===== src/rtl/ct_fadd_lzd_onehot_pipe.sv =====
// ---------------------------------------------------------------------------
// ct_fadd_lzd_onehot_pipe
//
// Two-stage valid/ready leading-one detector for the fadd normalization path.
// It scans a 54-bit mantissa and returns two results: the MSB-aligned one-hot
// leading-one vector and the binary left-shift count that feeds the one-hot
// shift selector.
//
//   Stage 1 : splits the word into GW-bit groups, numbered from the top.
//             For each group it registers an any-flag, the local one-hot of
//             the group's highest set bit, and that bit's local position.
//   Stage 2 : selects the first flagged group from the top. It places the
//             group's local one-hot into the full-width vector and forms
//             shift = GW*g + local position.
//
// Optional build macro CT_FADD_LZD_SHIFT_LIMIT_EN enables the denormal
// exponent clamp. The shift is clamped to min(in_max_shift, DW-1), and
// out_limited flags a clamped result. Without the macro, in_max_shift is
// ignored and out_limited is tied to 0.
//
// Ports:
//   forever_cpuclk  clock
//   cpurst          synchronous active-high reset
//   pipe_flush      synchronous flush of all in-flight entries
//   in_vld/in_rdy   input handshake; in_rdy is combinational
//   in_data         mantissa to scan
//   in_max_shift    shift limit (clamp build only)
//   out_vld/out_rdy output handshake
//   out_data        in_data passed through unchanged
//   out_onehot      one-hot leading one; bit k set means shift = DW-1-k
//   out_shift       left-shift count
//   out_zero        in_data was all zero
//   out_limited     result was clamped by in_max_shift
// ---------------------------------------------------------------------------
module ct_fadd_lzd_onehot_pipe #(
  parameter int DW = 54,  // fixed at 54; must be a multiple of GW
  parameter int GW = 6
) (
  input  logic          forever_cpuclk,
  input  logic          cpurst,
  input  logic          pipe_flush,
  input  logic          in_vld,
  output logic          in_rdy,
  input  logic [DW-1:0] in_data,
  input  logic [5:0]    in_max_shift,
  output logic          out_vld,
  input  logic          out_rdy,
  output logic [DW-1:0] out_data,
  output logic [DW-1:0] out_onehot,
  output logic [5:0]    out_shift,
  output logic          out_zero,
  output logic          out_limited
);

  localparam int NG = DW / GW;

  // ---------------- pipeline control ----------------
  logic s1_vld_q, out_vld_q;
  logic s2_adv, s1_adv, in_acc, s2_load;

  assign s2_adv  = !out_vld_q || out_rdy;
  assign s1_adv  = !s1_vld_q || s2_adv;
  assign in_rdy  = s1_adv && !pipe_flush && !cpurst;
  assign in_acc  = in_vld && in_rdy;
  assign s2_load = s2_adv && s1_vld_q && !pipe_flush;

  // ---------------- stage 1: per-group partial detect ----------------
  logic [NG-1:0] g_any_d;
  logic [GW-1:0] g_loh_d [NG];
  logic [2:0]    g_pos_d [NG];

  always_comb begin
    logic [GW-1:0] grp;
    for (int g = 0; g < NG; g++) begin
      grp        = in_data[DW-1-g*GW -: GW];
      g_any_d[g] = |grp;
      // NOTE: every combinational output gets a default before the
      // conditional updates, so no path leaves it unassigned (no latch).
      g_loh_d[g] = '0;
      g_pos_d[g] = '0;
      // Scan upward so that the highest set bit writes last and wins.
      for (int b = 0; b < GW; b++) begin
        if (grp[b]) begin
          g_loh_d[g]    = '0;
          g_loh_d[g][b] = 1'b1;
          g_pos_d[g]    = 3'(GW - 1 - b);
        end
      end
    end
  end

  logic [NG-1:0] s1_any_q;
  logic [GW-1:0] s1_loh_q [NG];
  logic [2:0]    s1_pos_q [NG];
  logic [DW-1:0] s1_data_q;

  // NOTE: sequential state is always written with non-blocking (<=)
  // assignments, so every register samples pre-edge values.
  always_ff @(posedge forever_cpuclk) begin
    if (cpurst) begin
      s1_vld_q  <= 1'b0;
      out_vld_q <= 1'b0;
    end else if (pipe_flush) begin
      s1_vld_q  <= 1'b0;
      out_vld_q <= 1'b0;
    end else begin
      if (s1_adv) s1_vld_q  <= in_acc;
      if (s2_adv) out_vld_q <= s1_vld_q;
    end
  end

  // NOTE: the stage-1 payload registers are deliberately left without a
  // reset. The valid bit qualifies them, and they load only on accept.
  always_ff @(posedge forever_cpuclk) begin
    if (in_acc) begin
      s1_any_q  <= g_any_d;
      s1_loh_q  <= g_loh_d;
      s1_pos_q  <= g_pos_d;
      s1_data_q <= in_data;
    end
  end

`ifdef CT_FADD_LZD_SHIFT_LIMIT_EN
  logic [5:0] s1_max_q;
  always_ff @(posedge forever_cpuclk) begin
    if (in_acc) s1_max_q <= in_max_shift;
  end
`else
  // The shift limit has no function in this build.
  logic unused_max_shift;
  assign unused_max_shift = ^in_max_shift;
`endif

  // ---------------- stage 2: group select and final encode ----------------
  logic          found;
  logic [DW-1:0] raw_oh;
  logic [5:0]    raw_shift;
  logic [DW-1:0] onehot_d;
  logic [5:0]    shift_d;
  logic          limited_d;

  always_comb begin
    found     = 1'b0;
    raw_oh    = '0;
    raw_shift = '0;
    for (int g = 0; g < NG; g++) begin
      if (!found && s1_any_q[g]) begin
        found                       = 1'b1;
        raw_oh[DW-1-g*GW -: GW]     = s1_loh_q[g];
        raw_shift                   = 6'(g * GW) + 6'(s1_pos_q[g]);
      end
    end
  end

`ifdef CT_FADD_LZD_SHIFT_LIMIT_EN
  logic [5:0] lim;
  always_comb begin
    lim       = (s1_max_q > 6'(DW - 1)) ? 6'(DW - 1) : s1_max_q;
    onehot_d  = raw_oh;
    shift_d   = raw_shift;
    limited_d = 1'b0;
    if (found && (raw_shift > lim)) begin
      onehot_d  = DW'(1) << (6'(DW - 1) - lim);
      shift_d   = lim;
      limited_d = 1'b1;
    end
  end
`else
  assign onehot_d  = raw_oh;
  assign shift_d   = raw_shift;
  assign limited_d = 1'b0;
`endif

  logic [DW-1:0] out_data_q, out_onehot_q;
  logic [5:0]    out_shift_q;
  logic          out_zero_q, out_limited_q;

  always_ff @(posedge forever_cpuclk) begin
    if (cpurst) begin
      out_data_q    <= '0;
      out_onehot_q  <= '0;
      out_shift_q   <= '0;
      out_zero_q    <= 1'b0;
      out_limited_q <= 1'b0;
    end else if (s2_load) begin
      out_data_q    <= s1_data_q;
      out_onehot_q  <= onehot_d;
      out_shift_q   <= shift_d;
      out_zero_q    <= !found;
      out_limited_q <= limited_d;
    end
  end

  assign out_vld     = out_vld_q;
  assign out_data    = out_data_q;
  assign out_onehot  = out_onehot_q;
  assign out_shift   = out_shift_q;
  assign out_zero    = out_zero_q;
  assign out_limited = out_limited_q;

endmodule


===== config.mk =====
export PLATFORM = sky130hd
export DESIGN_NAME = ct_fadd_lzd_onehot_pipe
export DESIGN_NICKNAME = d
export VERILOG_FILES = /design/src/rtl/ct_fadd_lzd_onehot_pipe.sv
export SDC_FILE = /design/constraint.sdc
export NUM_CORES = 1
export LEC_CHECK = 0
export BUFFER_PORTS_ARGS = -buffer_cell sky130_fd_sc_hd__buf_2
export CORE_UTILIZATION = 50
export DETAILED_ROUTE_END_ITERATION = 8
export GPL_ROUTABILITY_DRIVEN = 1
export GPL_TIMING_DRIVEN = 0
export PLACE_DENSITY = 0.76
export REMOVE_ABC_BUFFERS = 1
export SYNTH_ARGS = -nofsm -noshare
export SYNTH_HDL_FRONTEND = slang
export SYNTH_SLANG_ARGS = --single-unit
export TNS_END_PERCENT = 20

===== constraint.sdc =====
create_clock -name forever_cpuclk -period 10.86 [get_ports forever_cpuclk]
set_clock_uncertainty 0.15 [all_clocks]
set_input_delay 0 -clock forever_cpuclk [delete_from_list [all_inputs] [get_ports forever_cpuclk]]
set_output_delay 0 -clock forever_cpuclk [all_outputs]
set_load 0.03 [all_outputs]

# Word-level counts from Yosys, hierarchy flattened
# Cells that the tools add are included.
dict set report classes {
  n_reduce_logical 74
  mux 117
  n_addsub 8
}
# op n
set ops {}
lappend ops {{6-bit two-way mux} 52}
lappend ops {{3-bit two-way mux} 19}
lappend ops {{6-bit OR reduction} 9}
lappend ops {{5-bit OR reduction} 9}
lappend ops {{2-bit two-way mux} 19}
lappend ops {{4-bit OR reduction} 9}
lappend ops {{1-bit two-way mux} 27}
lappend ops {{3-bit OR reduction} 9}
lappend ops {{2-bit OR reduction} 10}
lappend ops {{5-bit by 3-bit adder with 6-bit output, first input constant} 3}
lappend ops {{1-bit logical AND} 13}
lappend ops {{1-bit logical NOT} 13}
lappend ops {{6-bit by 3-bit adder with 6-bit output, first input constant} 2}
lappend ops {{5-bit by 4-bit adder with 6-bit output, first input constant} 1}
lappend ops {{4-bit by 3-bit adder with 5-bit output, first input constant} 1}
lappend ops {{3-bit by 3-bit adder with 4-bit output, first input constant} 1}
lappend ops {{1-bit logical OR} 2}
dict set report word_totals {
  inputBits 65
  elab_cells 279
  ff_bits 261
  output_inout_bits 118
}

# Longest topological paths before layout
# Gate-level depths: netlist of the first run.
dict set report depth {
  depth_word 26
  ltp_mapped 7
  ltp_nobuf 7
}

# Least setup slack after synthesis of the first run
# Ideal clock, no wire load.
dict set report synth_path {
  path_kind {reg2reg}
  start {register out_vld_q (netlist: out_vld)}
  end {register s1_any_q[0] (enable)}
  setup_ns 0.520
  arrival_time_ns 4.883
  path_buffers 0
  period_less_slack_ns 5.552
  required_ns 10.190
  path_slack_ns 5.308
  path_stages_with_launch 4
  cell_sequence {dfxtp_1 nor2b_2 a211oi_1 and2_1}
}
dict set report synth_via {
  elab_chain_len 6
}
# element line_no
set synth_rtl {}
lappend synth_rtl {{start, declared} 58} ;# logic s1_vld_q, out_vld_q;
lappend synth_rtl {{start signal, assigned} 108} ;# if (s2_adv) out_vld_q <= s1_vld_q;
lappend synth_rtl {{1-bit logical NOT} 61} ;# assign s2_adv = !out_vld_q || out_rdy;
lappend synth_rtl {{1-bit logical OR} 61}
lappend synth_rtl {{1-bit logical OR} 62} ;# assign s1_adv = !s1_vld_q || s2_adv;
lappend synth_rtl {{1-bit logical AND (2 in series)} 63} ;# assign in_rdy = s1_adv && !pipe_flush && !cpurst;
lappend synth_rtl {{net in_rdy} 43} ;# output logic in_rdy,
lappend synth_rtl {{1-bit logical AND} 64} ;# assign in_acc = in_vld && in_rdy;
lappend synth_rtl {{net in_acc} 59} ;# logic s2_adv, s1_adv, in_acc, s2_load;
lappend synth_rtl {{end signal, assigned} 116} ;# s1_any_q <= g_any_d;
lappend synth_rtl {{end, declared} 92} ;# logic [NG-1:0] s1_any_q;
# The timed path passes the listed nets, and every way through them passes these cells.
# A chain may end at the register's enable or synchronous reset.

# Worst setup path in the final report of the first run
dict set report layout_path {
  start {register out_vld_q (netlist: out_vld)}
  end {register out_onehot_q[37] (netlist: out_onehot[37])}
}
dict set report layout_via {
  elab_chain_len 4
}
# element line_no
set layout_rtl {}
lappend layout_rtl {{1-bit logical NOT} 61}
lappend layout_rtl {{1-bit logical OR} 61}
lappend layout_rtl {{1-bit logical AND (2 in series)} 65} ;# assign s2_load = s2_adv && s1_vld_q && !pipe_flush;
lappend layout_rtl {{end signal, assigned} 187} ;# out_onehot_q <= onehot_d;
lappend layout_rtl {{end, declared} 174} ;# logic [DW-1:0] out_data_q, out_onehot_q;
# No other way between the ends.

==> flow_summary.yaml, run 1 <==
detailed_routing:
  firstDrtPassIters: 4
  met1_length_mm: 9.34
  drc: 0
  num_vias: 7139
  wl_met2_mm: 10.4
  ant_nets: 0
  wl_per_cell_microns: 15.7
  drt_iter0_drc: 308
  drt-vias-per-instance: 5.21
  wl_met3_mm: 1.14
  wirelength_mm: 21.5
  routed.top_layer: "met4"
clocking:
  cts_made_buffers: 27
  clk_latency_ps: 520
  htree_levels: 1
  clkTransAtPathRegs_ps: 60
  cts_hold_buf: 60
  cts_buffer_depth: 3
  cts_resized: 0
  cts.sinks: 261
  clock-root-buffer: "clkbuf_16"
  cts_setup_buffers: 0
  cts_tree: "built"
yosys:
  syn-cell-area_sq_um: 9710
  ys_top_cells_by_area: "edfxtp_1, dfxtp_1, nand2_1, a21oi_1, nor2_1"
  yosysWarnings: 0
  synth_top_area_share_pct: 44.6
  yosys.area.top_type: "edfxtp_1"
  syn-instance-count: 864
  synth-seq-cells: 261
  ys.flop_type: "edfxtp_1"
  ys_seq_area_share_pct: 68.7
  synth_cell_types: 50
  syn_area_per_cell_sq_um: 11.2
  synth_edf_count: 144
  async_reset_ff_share_pct: 0
status:
  status: "finished clean"
floorplanning:
  die_width_microns: 141
  placementRows: 50
  die-area_sq_um: 20000
  io-pin-count: 183
  die_h_microns: 141
  core_area_sq_um: 18900
  start_util_pct: 51.4
timing:
  min_period_over_period_pct: 21.7
  maxSlewViolCount: 0
  fin_setup_tns_ps: 0
  slew_headroom_pct: 37.6
  hold_slack_ps: 78.7
  finalHoldViolCount: 0
  fmax_mhz: 425
  timing.final.ws_setup_ps: 8510
  rsz0062_at_grt: "no"
  worst_pin_slew_ps: 935
  fin_crit_ps: 2350
  setup_viol: 0
placed_design:
  portBuffers: 175
  place_ws_ps: 8500
  hpwlAfterDp_mm: 13.3
  dp.cells: 1262
  gp_congestion: 0.773
worst_setup_path:
  crit_path_max_incr_delay_ps: 780
  cp_slowest_cell: "nor3b_4"
  cp.arrival_ps: 2650
  cp_data_required_time_ps: 11160
  cp_num_buf_inv: 1
  cp-start-kind: "flip-flop"
  end_kind: "flip-flop"
  cp_top_family: "simple AND/OR/NAND/NOR gates"
  criticalPathCategory: "flip-flop to flip-flop"
  worstPathCellList: "nor2b_2 > nor3b_4 > buf_8 > and3_1 > a22oi_1 > nor2_1"
  critPathMaxFanout: 17
power:
  seqPwrFrac_pct: 52.6
  power_uw: 2070
  intPower_uw: 1600
  vdd_drop_max_v: 0.000120
  combPwrFrac_pct: 6.4
  power_switching_uw: 463
  switching_share_pct: 22.4
  powerDensity_nw_per_um2: 168
  power.leakage_uw: 0.00471
  clkPwrFrac_pct: 41.0
finish:
  area_delta_synth_final_pct: 27.0
  drive_gt1_share_pct: 21.4
  most-common-layout-cells: "buf_2, nand2_1, edfxtp_1"
  layout_commonest_cell: "buf_2"
  fillers: 1484
  diodes: 0
  nets: 1160
  final_cell_count_no_fill: 1371
min_path:
  min_path_type: "input port to flip-flop"
global_routing:
  grt_pass1_wl_mm: 33.4
  track_usage_pct: 21.1
  overflow: 0
  antenna_found_initial: 0
  grt_max_degree: 61
  grt_pass1_vias: 6745
job:
  maxCapViolCount: 0
-- state kept, by name (all words and copies together) (netlist names) --
signal	flops
s1_vld_q	1
out_data	54
s1_any_q	9
out_shift	6
s1_data_q	54
out_onehot	54
s1_pos_q	27
out_vld	1
s1_loh_q	54
out_zero	1
-- layer usage --
| metal | track usage (%) | vias to the layer above |
|---|---|---|
| li1 | - | 3511 |
| met1 | 27.1 | 3390 |
| met2 | 36.0 | 196 |
| met3 | 4.05 | 42 |
| met4 | 6.69 | 0 |
| met5 | 0 | - |
-- cell families after synthesis --
kind of cell / count (synthesis) / synth area share [%]
AO/OA/AOI/OAI: 161 / 9.93
adder cells (fa/ha/maj): 4 / 0.516
buffers and inverters: 62 / 2.64
flip-flops: 261 / 68.7
multiplexers: 2 / 0.206
other: 1 / 0.0386
AND/OR/NAND/NOR: 373 / 18.0
-- power groups by stage --
| stage | clock (uW) | sequential [uW] | combinational, uW |
|---|---|---|---|
| after floorplan | 0 | 1120 | 47.2 |
| after global placement | 0 | 1110 | 109 |
| after detailed placement | 0 | 1110 | 115 |
| after CTS | 869 | 1090 | 132 |
| after global routing | 906 | 1090 | 144 |
| final | 847 | 1090 | 133 |
-- cells in the mapped netlist, types with 2 or more instances --
cell      instances
nand2_1         166
edfxtp_1        144
dfxtp_1         117
a21oi_1         103
nor2_1           96
clkbuf_1         28
nand3_1          20
a22oi_1          18
inv_1            17
buf_2            16
nor2b_1          15
and3_1           14
a22o_1           12
nor3_1           12
nor4_1           10
nor4b_1          10
and2_1            8
a211oi_1          5
o21ai_0           5
ha_1              4
nor3b_1           4
o22ai_1           4
nand2b_1          3
or4_1             3
a21o_1            2
a221oi_1          2
mux2i_1           2
o211ai_1          2
-- cell type report --
type	instances	area [sq um]	area share (%)
Clock inverter	14	83.8	0.680
Tap cell	260	325	2.64
Clock buffer	35	736	5.97
Timing Repair Buffer	243	1660	13.5
Sequential cell	261	6670	54.1
Inverter	17	63.8	0.518
Multi-Input combinational cell	541	2790	22.6
-- worst min-delay path: stages --
cell and delay, ps:
buf_2 100, nor2b_2 280, nor4b_1 140, o21ai_0 80, o22ai_1 80
-- per-stage QoR --
step / area, sq um / util [%]
4_1_cts: 12300 / 65.2
2_1_floorplan: 9510 / -
3_3_place_gp: 10700 / 56.7
5_1_grt: 12300 / 65.2
3_5_place_dp: 10900 / 57.7
6_report: 12300 / 65.2
-- final timing paths --
kind                   from             end  depth (start not counted)  slack (ps)
max                 out_vld  out_onehot[37]                          6        8510
min                 out_rdy    out_shift[1]                          5          80
max reg2reg         out_vld  out_onehot[37]                          6        8510
min reg2reg  out_onehot[47]  out_onehot[47]                          2         300
Power figures use the tool's default switching activity.
==> run 2, diff against run 1 <==
--- a/config.mk
+++ b/config.mk
@@ -10,7 +10,7 @@
 export DETAILED_ROUTE_END_ITERATION = 8
 export GPL_ROUTABILITY_DRIVEN = 1
 export GPL_TIMING_DRIVEN = 0
-export PLACE_DENSITY = 0.76
+export PLACE_DENSITY = 0.79
 export REMOVE_ABC_BUFFERS = 1
 export SYNTH_ARGS = -nofsm -noshare
 export SYNTH_HDL_FRONTEND = slang
==> constraint.sdc (replaced) <==
create_clock -name forever_cpuclk -period 2.1 [get_ports forever_cpuclk]
set_clock_uncertainty 0.15 [all_clocks]
set_input_delay 0 -clock forever_cpuclk [delete_from_list [all_inputs] [get_ports forever_cpuclk]]
set_output_delay 0 -clock forever_cpuclk [all_outputs]
set_load 0.03 [all_outputs]
==> flow_summary.yaml, run 2 (synthesis results as in run 1) <==
worst_setup_path:
  crit_start: "s1_any_q[4]"
  crit_path_max_incr_delay_ps: 470
  cp_data_required_time_ps: 2400
  cp_num_buf_inv: 1
  cp_top_family: "simple AND/OR/NAND/NOR gates"
  cp-endpoint: "out_onehot[23]"
  rr_endpoint: "out_onehot[23]"
  cp-start-kind: "flip-flop"
  rrSetupSlack_ps: 110
  cp_slowest_cell: "edfxtp_1"
  critPathMaxFanout: 6
  ff2ff_path_depth: 6
  criticalPathCategory: "flip-flop to flip-flop"
  cp.depth: 6
  rr_startpoint: "s1_any_q[4]"
  cp.arrival_ps: 2290
  worstPathCellList: "or3_4 > nor3_4 > buf_4 > and3_1 > a22oi_1 > nor2_1"
  end_kind: "flip-flop"
floorplanning:
  core_area_sq_um: 18900
  die_h_microns: 141
  placementRows: 50
  die_width_microns: 141
  io-pin-count: 183
  start_util_pct: 51.4
  die-area_sq_um: 20000
global_routing:
  antenna_found_initial: 0
  grt_max_degree: 65
  overflow: 0
  track_usage_pct: 23.1
  grt_pass1_vias: 7186
  grt_pass1_wl_mm: 36.5
power:
  intPower_uw: 8370
  seqPwrFrac_pct: 52.3
  power.leakage_uw: 0.00483
  combPwrFrac_pct: 7.0
  vdd_drop_max_v: 0.000569
  switching_share_pct: 22.2
  clkPwrFrac_pct: 40.7
  power_switching_uw: 2390
  powerDensity_nw_per_um2: 857
detailed_routing:
  wirelength_mm: 23.7
  wl_per_cell_microns: 17.0
  num_vias: 7352
  drt-vias-per-instance: 5.27
  drt_iter0_drc: 439
  drc: 0
  ant_nets: 0
  firstDrtPassIters: 5
clocking:
  clock-root-buffer: "clkbuf_16"
  clk_latency_ps: 520
  cts_tree: "built"
  cts.sinks: 261
  clkTransAtPathRegs_ps: 60
  cts_buffer_depth: 3
  cts_made_buffers: 27
  htree_levels: 1
finish:
  finalInstanceArea_sq_um: 12600
  nets: 1183
  layout_commonest_cell: "buf_2"
  final_core_util_pct: 66.5
  diodes: 0
  area_delta_synth_final_pct: 29.4
  most-common-layout-cells: "buf_2, nand2_1, edfxtp_1"
  drive_gt1_share_pct: 22.9
placed_design:
  place_area_sq_um: 10900
  portBuffers: 175
  hpwlAfterDp_mm: 13.7
  gp_congestion: 0.784
timing:
  fmax_mhz: 502
  setup_viol: 0
  fin_crit_ps: 1990
  slew_headroom_pct: 61.8
  worst_pin_slew_ps: 573
  min_period_over_period_pct: 94.9
  finalHoldViolCount: 0
  rsz0062_at_grt: "no"
  maxSlewViolCount: 0
status:
  status: "finished clean"
job:
  maxCapViolCount: 0
min_path:
  min_path_type: "input port to flip-flop"
run 2: how the worst min path moves through the flow:
| stage | endpoint | from | slack [ps] | cells after the start |
|---|---|---|---|---|
| finish | s1_data_q[37] | in_data[37] | 80 | 2 |
| CTS | s1_data_q[37] | in_data[37] | 70 | 2 |
| floorplan | out_data[0] | cpurst | -80 | 1 |
| global placement | s1_data_q[1] | in_data[1] | 60 | 1 |
| detailed placement | s1_data_q[43] | in_data[43] | 60 | 1 |
| global route | s1_data_q[37] | in_data[37] | 80 | 2 |
run 2: timing repair:
action,4_1_cts,5_1_grt
hold buffers,61,0
pin swaps,6,5
endpoints found under the setup margin,154,161
gates cloned,2,2
buffers inserted,4,14
gates resized for setup,2,8
hold endpoints to repair,217,0
run 2: metrics by stage:
step	setup WS (ps)	power (uW)	setup TNS, ps	hold slack [ps]	std cells
global route	24.7	11100	0	76.5	1394
floorplan	-3450	6040	-597000	-80.9	819
CTS	5.11	10800	0	68.7	1378
detailed placement	-386	6330	-12650	64.5	1262
global placement	-4830	6310	-923560	58.2	1254
finish	107	10800	0	84.6	1394
run 2: layout make-up:
cell class | count | area, sq um
clock inverters | 7 | 35.0
fillers | 1427 | 6340
clock buffers | 42 | 772
flip-flops and latches | 261 | 6670
repair buffers | 263 | 1860
multi-input cells | 544 | 2840
well taps | 260 | 325
inverters | 17 | 63.8
run 2: per-layer routing:
layer	vias up	global-route usage, %	share of wire [%]
li1	3560	-	-
met1	3502	28.2	41
met2	255	41.7	51
met3	35	4.52	6.0
met4	0	6.01	2.0
met5	-	0	0
run 2: power groups by stage:
stage	sequential [uW]	clock (uW)	combinational, uW
2_1_floorplan	5790	0	244
3_5_place_dp	5740	0	598
5_1_grt	5640	4630	813
6_report	5630	4390	750
3_3_place_gp	5750	0	558
4_1_cts	5630	4430	717
